==> src/rtl/counter_pkg.sv <==
// Shared definitions for the cascaded modulo counters.
// Provides clog2, direction encodings and a parameter legality check.
`ifndef COUNTER_PKG_DEFS
`define COUNTER_PKG_DEFS
`define COUNTER_PARAM_CHECK(m, n) \
  if ((m) < 2 || (m) > 256 || (n) < 1 || (n) > 8) begin : g_bad_params \
    $error("mod_cascade_counter: illegal MOD/NUM_STAGES"); \
  end
`endif

package counter_pkg;

  localparam logic DIR_UP = 1'b1;
  localparam logic DIR_DN = 1'b0;

  function automatic int clog2(input int v);
    int r;
    r = 0;
    for (int i = 0; i < 31; i++) begin
      if ((1 << i) < v) r = i + 1;
    end
    return r;
  endfunction

endpackage

==> src/rtl/mod_cnt_stage.sv <==
// One modulo-MOD digit of the cascade counter.
// Steps by +/-1 when cin is set; tc flags the terminal value.
module mod_cnt_stage
  import counter_pkg::*;
#(
  parameter int W   = 4,
  parameter int MOD = 10
) (
  input  logic         clk,
  input  logic         rstn,
  input  logic         clr,
  input  logic         load,
  input  logic [W-1:0] ld_val,
  input  logic         cin,
  input  logic         up_dn,
  output logic [W-1:0] q,
  output logic         tc
);

  localparam logic [W-1:0] MAXV = W'(MOD - 1);

  logic [W-1:0] q_q;
  logic [W-1:0] q_d;
  logic [W-1:0] term;

  assign term = (up_dn == DIR_DN) ? '0 : MAXV;
  assign tc   = (q_q == term);
  assign q    = q_q;

  always_comb begin
    q_d = q_q;
    if (clr) begin
      q_d = '0;
    end else if (load) begin
      q_d = (32'(ld_val) >= MOD) ? MAXV : ld_val;
    end else if (cin) begin
      if (up_dn == DIR_UP) q_d = tc ? '0 : q_q + 1'b1;
      else                 q_d = tc ? MAXV : q_q - 1'b1;
    end
  end

  always_ff @(posedge clk or negedge rstn) begin
    if (!rstn) q_q <= '0;
    else       q_q <= q_d;
  end

endmodule

==> src/rtl/mod_cascade_counter.sv <==
// NUM_STAGES chained modulo-MOD digits with registered chain carry.
// Define COUNTER_SAT_EN to saturate at the terminal value instead of wrapping.
module mod_cascade_counter
  import counter_pkg::*;
#(
  parameter  int MOD        = 10,
  parameter  int NUM_STAGES = 2,
  localparam int W          = clog2(MOD)
) (
  input  logic                    clk,
  input  logic                    rstn,
  input  logic                    en,
  input  logic                    up_dn,
  input  logic                    clr,
  input  logic                    load,
  input  logic [NUM_STAGES*W-1:0] load_val,
  output logic [NUM_STAGES*W-1:0] cnt,
  output logic                    cout,
  output logic                    sat
);

  `COUNTER_PARAM_CHECK(MOD, NUM_STAGES)

  logic [NUM_STAGES-1:0] c;
  logic [NUM_STAGES-1:0] tc;
  logic [W-1:0]          q [NUM_STAGES];
  logic                  c0;
  logic                  ev;
  logic                  cout_q;

  for (genvar i = 0; i < NUM_STAGES; i++) begin : g_stage
    mod_cnt_stage #(
      .W   (W),
      .MOD (MOD)
    ) u_stage (
      .clk    (clk),
      .rstn   (rstn),
      .clr    (clr),
      .load   (load),
      .ld_val (load_val[i*W +: W]),
      .cin    (c[i]),
      .up_dn  (up_dn),
      .q      (q[i]),
      .tc     (tc[i])
    );
    assign cnt[i*W +: W] = q[i];
    if (i == 0) begin : g_c0
      assign c[i] = c0;
    end else begin : g_ci
      assign c[i] = c[i-1] & tc[i-1];
    end
  end

`ifdef COUNTER_SAT_EN
  logic                  all_tc;
  logic [W-1:0]          pre;
  logic [NUM_STAGES-1:0] nt;
  logic                  sat_q;

  // Hold the whole chain instead of letting it wrap.
  assign all_tc = &tc;
  assign c0     = en & ~all_tc;
  assign pre    = (up_dn == DIR_UP) ? W'(MOD - 2) : W'(1);

  for (genvar j = 0; j < NUM_STAGES; j++) begin : g_nt
    assign nt[j] = c[j] ? (q[j] == pre) : tc[j];
  end

  assign ev  = c0 & (&nt);
  assign sat = sat_q;

  always_ff @(posedge clk or negedge rstn) begin
    if (!rstn) sat_q <= 1'b0;
    else       sat_q <= ~clr & ~load & (ev | (sat_q & all_tc));
  end
`else
  assign c0  = en;
  assign ev  = c[NUM_STAGES-1] & tc[NUM_STAGES-1];
  assign sat = 1'b0;
`endif

  always_ff @(posedge clk or negedge rstn) begin
    if (!rstn) cout_q <= 1'b0;
    else       cout_q <= ~clr & ~load & ev;
  end

  assign cout = cout_q;

endmodule
==> config.mk <==
export PLATFORM = sky130hd
export DESIGN_NAME = mod_cascade_counter
export DESIGN_NICKNAME = d
export VERILOG_FILES = /design/src/rtl/counter_pkg.sv /design/src/rtl/mod_cnt_stage.sv /design/src/rtl/mod_cascade_counter.sv
export SDC_FILE = /design/constraint.sdc
export NUM_CORES = 1
export LEC_CHECK = 0
export ABC_AREA = 1
export BUFFER_PORTS_ARGS = -buffer_cell sky130_fd_sc_hd__buf_2
export CORE_ASPECT_RATIO = 0.9
export CORE_MARGIN = 5
export CORE_UTILIZATION = 50
export CTS_CLUSTER_DIAMETER = 30
export DETAILED_ROUTE_END_ITERATION = 10
export PLACE_DENSITY = 0.78
export SLEW_MARGIN = 15
export SYNTH_ARGS = -nofsm -noshare
export SYNTH_HDL_FRONTEND = slang
export SYNTH_SLANG_ARGS = --single-unit
==> constraint.sdc <==
create_clock -name clk -period 1.7 [get_ports clk]
set_clock_uncertainty 0.15 [all_clocks]
set_input_delay 0 -clock clk [delete_from_list [all_inputs] [get_ports clk]]
set_output_delay 0 -clock clk [all_outputs]
set_load 0.005 [all_outputs]
==> tab_implementation.tex <==
\begin{tabular}{lr}
\hline
Metric & Value \\
\hline
\multicolumn{2}{l}{\textbf{Synth}} \\
Fraction of the yosys area taken by sequential cells & 0.277 \\
Leading post-synthesis cells by instance count & nand2\_1 (41), nand3\_1 (14), inv\_1 (11) \\
Register bit count reported by yosys & 9 \\
Flip-flop cell with the highest count after synthesis & dfrtp\_1 \\
Cells taking the most area after synthesis & dfrtp\_1 (28\%), nand2\_1 (19\%), nand3\_1 (8.6\%) \\
EDFF count, synth & 0 \\
Largest family of logic cells by synthesized area & simple AND/OR/NAND/NOR gates \\
Nets in the synthesized netlist & between 100 and 150 \\
Average cell area after synthesis & 6.50 sq um \\
Gate Count Post-Synth & between 100 and 150 \\
Mapped cell area & 812 sq um \\
Library cell with the highest instance count after synthesis & nand2\_1 \\
Area share of xor/xnor cells in the synthesized design & 0 \\
Adder and majority gate portion of the synthesized area & 0.0616 \\
Share of the synthesized area in the top cell type & 0.277 \\
Synth async-reset ratio & 1.00 \\
Number of distinct library cells after synthesis & 28 \\
YS warnings & 0 \\
Portion of netlist area occupied by mux cells & 0 \\
Cell type with the highest aggregate area in the netlist & dfrtp\_1 \\
Synthesized-area fraction occupied by and/or/nand/nor cells & 0.398 \\
Fraction of the mapped netlist area in compound gates & 0.151 \\
\multicolumn{2}{l}{\textbf{Floorplanning}} \\
Ports placed on the boundary & 24 \\
DIE AREA & $\sim$2500 sq um \\
Placeable core area & between 1000 and 1500 sq um \\
Overall die height & approximately 48 um \\
Die width & 52.5 um \\
Starting density of the core & 0.543 \\
Std cell rows & 13 \\
\multicolumn{2}{l}{\textbf{Worst setup path}} \\
Stages on the worst setup path & 7 \\
Critical R2R Launch & g\_stage[1].u\_stage.q[1]\$\_DFFE\_PN0P\_ \\
Capturing point of the worst reg2reg path & g\_stage[1].u\_stage.q[2]\$\_DFFE\_PN0P\_ \\
Largest fanout of any net on the critical path & 4 \\
Required arrival time at the worst endpoint & 1.71 ns \\
Startpoint-to-endpoint class of the critical path & in2reg \\
Largest delay contributor family on the critical path & buffers and inverters \\
Crit. End Element & flip-flop \\
R2R Setup Slk & 0.07 ns \\
Slowest cell on the critical path & dlygate4sd3\_1 \\
Data arrival, critical path & 1.67 ns \\
Worst stage delay on the critical path & 0.59 ns \\
Startpoint type of the worst setup path & primary input \\
Reg2Reg Depth & 6 \\
Critical Path Most Common Cell & dlygate4sd3\_1 \\
Ordered list of cells on the worst path & dlygate4sd3\_1 -> buf\_2 -> nor2\_4 -> nor2\_2 -> dlygate4sd3\_1 -> nand3\_1 -> nand2\_1 \\
Total buffers and inverters traversed by the critical path & 3 \\
\multicolumn{2}{l}{\textbf{Flow run}} \\
Max Cap Violations & 0 \\
\multicolumn{2}{l}{\textbf{STA}} \\
Max-slew violation count & 0 \\
RSZ-0062 raised after global routing & no \\
Post-route clock period utilization & 0.979 \\
Crit path setup slack, layout & around 0.035 ns \\
Post-route worst hold slack & 0.0144 ns \\
Summed negative setup slack over all endpoints & 0 ns \\
Endpoints failing setup & 0 \\
Post-route minimum period & 1.66 ns \\
Fmax & roughly 600 MHz \\
Hold violation count in the final report & 0 \\
\multicolumn{2}{l}{\textbf{Detailed routing}} \\
Detailed-route wire length & 2.60 mm \\
Routed vias/inst & $\sim$5.4 \\
DR iter-0 viols & 42 \\
First drt pass iteration count & 4 \\
Number of vias in the routed layout & 1,028 \\
Antenna Nets Post-Route & 0 \\
DRC violations left & 0 \\
Routed length per placed instance & around 14 um \\
\multicolumn{2}{l}{\textbf{Place}} \\
Last weighted congestion value of the routability-driven placer & 0.919 \\
Post-DP HPWL & about 1.6 mm \\
Placed cell count & 167 \\
Total of buffers placed on input and output ports & 22 \\
Post-Place Setup Slack & 0.158 ns \\
\multicolumn{2}{l}{\textbf{Layout}} \\
Layout filler cell count & between 100 and 150 \\
Antenna diode count & 0 \\
Share of final-layout standard cells stronger than drive strength 1 & 0.254 \\
Combined area of the multi-input logic cells & 504 sq um \\
Final net count & 188 \\
Sequential standard cell area & roughly 230 sq um \\
Area growth from synthesis to layout & 43.3\% \\
Final non-filler cell total & 191 \\
\multicolumn{2}{l}{\textbf{Worst hold path}} \\
Worst hold path cell count & 5 \\
Hold Startpoint & load\_val[7] \\
Hold Path Class & in2reg \\
Hold Path End & g\_stage[1].u\_stage.q[0]\$\_DFFE\_PN0P\_ \\
\multicolumn{2}{l}{\textbf{Clocking}} \\
Root buffer selected by CTS & clkbuf\_4 \\
Cts bufs inserted & 3 \\
Sinks on the clock net & 9 \\
H-tree lvl count & 1 \\
Deepest clock path buffer count & 2 \\
Clock transition at the registers of the reported paths & approximately 0.060 ns \\
Clock tree from TritonCTS & yes \\
Clock Latency Late Sink & 0.28 ns \\
\multicolumn{2}{l}{\textbf{GRT}} \\
Maximum number of pins on one net before global-route repair & 13 \\
Grt total ovfl & 0 \\
Global-route wire length before repair & 4.06 mm \\
Number of antenna violations at the first check in global routing & 0 \\
Global router's overall resource usage & 0.223 \\
Vias in the first global route & approximately 950 \\
\multicolumn{2}{l}{\textbf{Pwr}} \\
Overall power after layout & 720 uW \\
P per Cell Area & 618 nW/um\^{}2 \\
Highest ir drop seen on vdd & between 0.0003 and 0.0004 V \\
Leakage & 0.618 nW \\
\multicolumn{2}{l}{\textbf{Outcome}} \\
Run status & finished clean \\
\hline
\end{tabular}
## worst max-delay path by stage
stage	start	to	slack, ns
floorplan	g_stage[1].u_stage.q[0]$_DFFE_PN0P_	g_stage[1].u_stage.q[1]$_DFFE_PN0P_	0.25
global placement	g_stage[1].u_stage.q[0]$_DFFE_PN0P_	g_stage[1].u_stage.q[1]$_DFFE_PN0P_	0.23
detailed placement	g_stage[1].u_stage.q[0]$_DFFE_PN0P_	g_stage[1].u_stage.q[1]$_DFFE_PN0P_	0.16
CTS	en	g_stage[0].u_stage.q[3]$_DFFE_PN0P_	0.02
global route	en	g_stage[0].u_stage.q[2]$_DFFE_PN0P_	0.01
finish	en	g_stage[0].u_stage.q[2]$_DFFE_PN0P_	0.04
## registers in the layout (all words and copies together) (netlist names)
name,cells
g_stage.u_stage.q,8
cout,1
## worst min-delay path: cells and delay by family
family | cells | cell delay [ns]
compound gates | 3 | 0.24
simple gates | 1 | 0.06
buf+inv | 1 | 0.10
## through the flow
step	utilization	instance area, sq um
after global placement	0.624	933
after CTS	0.768	1150
after global routing	0.778	1160
final	0.778	1160
after detailed placement	0.624	933
after floorplan	-	812
## repair_timing
item                                    4_1_cts  5_1_grt
endpoints found under the setup margin        0        5
buffers inserted                              0        1
gates resized for setup                       0        3
hold endpoints to repair                     18        0
hold buffers                                 19        0
## routing by layer
layer  vias up  global-route usage  wire length (um)
met1       467               0.274              1050
met2        57               0.376              1310
met4         0               0.102                19
met3         3              0.0550               226
met5         -                   0                 0
li1        501                   -                 -
## power breakdown
part,internal [mW],switching [mW]
Combinational,0.123,0.156
Clock,0.0909,0.0822
Sequential,0.234,0.0335
## cell usage in the layout (no fill, tap or decap)
cell           netlist  routed
nand4_1              1       1
inv_1               11      11
buf_2                1      22
o21ai_2              1       1
o211ai_1             4       4
conb_1               1       1
dlygate4sd3_1        0      19
nor4_1               1       1
nand3_1             14      14
clkbuf_1             0       1
clkbuf_4             0       3
clkinv_2             1       1
inv_4                1       1
nor2_4               0       1
o21ai_0              7       6
buf_4                1       2
nand3b_1             1       1
nand4_2              1       1
nor2_1               6       6
a21oi_2              1       1
ha_1                 4       4
o21a_1               1       1
nor2_2               4       3
o21ai_1              1       2
nand2_2              3       3
a31oi_1              1       1
inv_2                3       3
nand2_1             41      41
dfrtp_2              0       1
dfrtp_1              9       8
o22ai_1              1       1
a21oi_1              3       3
## cell type report
cell class	count	share of cell area
well taps	22	0.0237
flip-flops and latches	9	0.195
clock buffers	4	0.0226
multi-input cells	97	0.433
repair buffers	43	0.271
inverters	16	0.0548
## logic make-up (layout without fill, tap and decap cells)
kind of cell | after synthesis | after routing
AO/OA/AOI/OAI | 20 | 20
adder cells (fa/ha/maj) | 4 | 4
other | 1 | 1
buffers and inverters | 19 | 63
flip-flops | 9 | 9
AND/OR/NAND/NOR | 72 | 72
(Power assumes the default switching activity.)
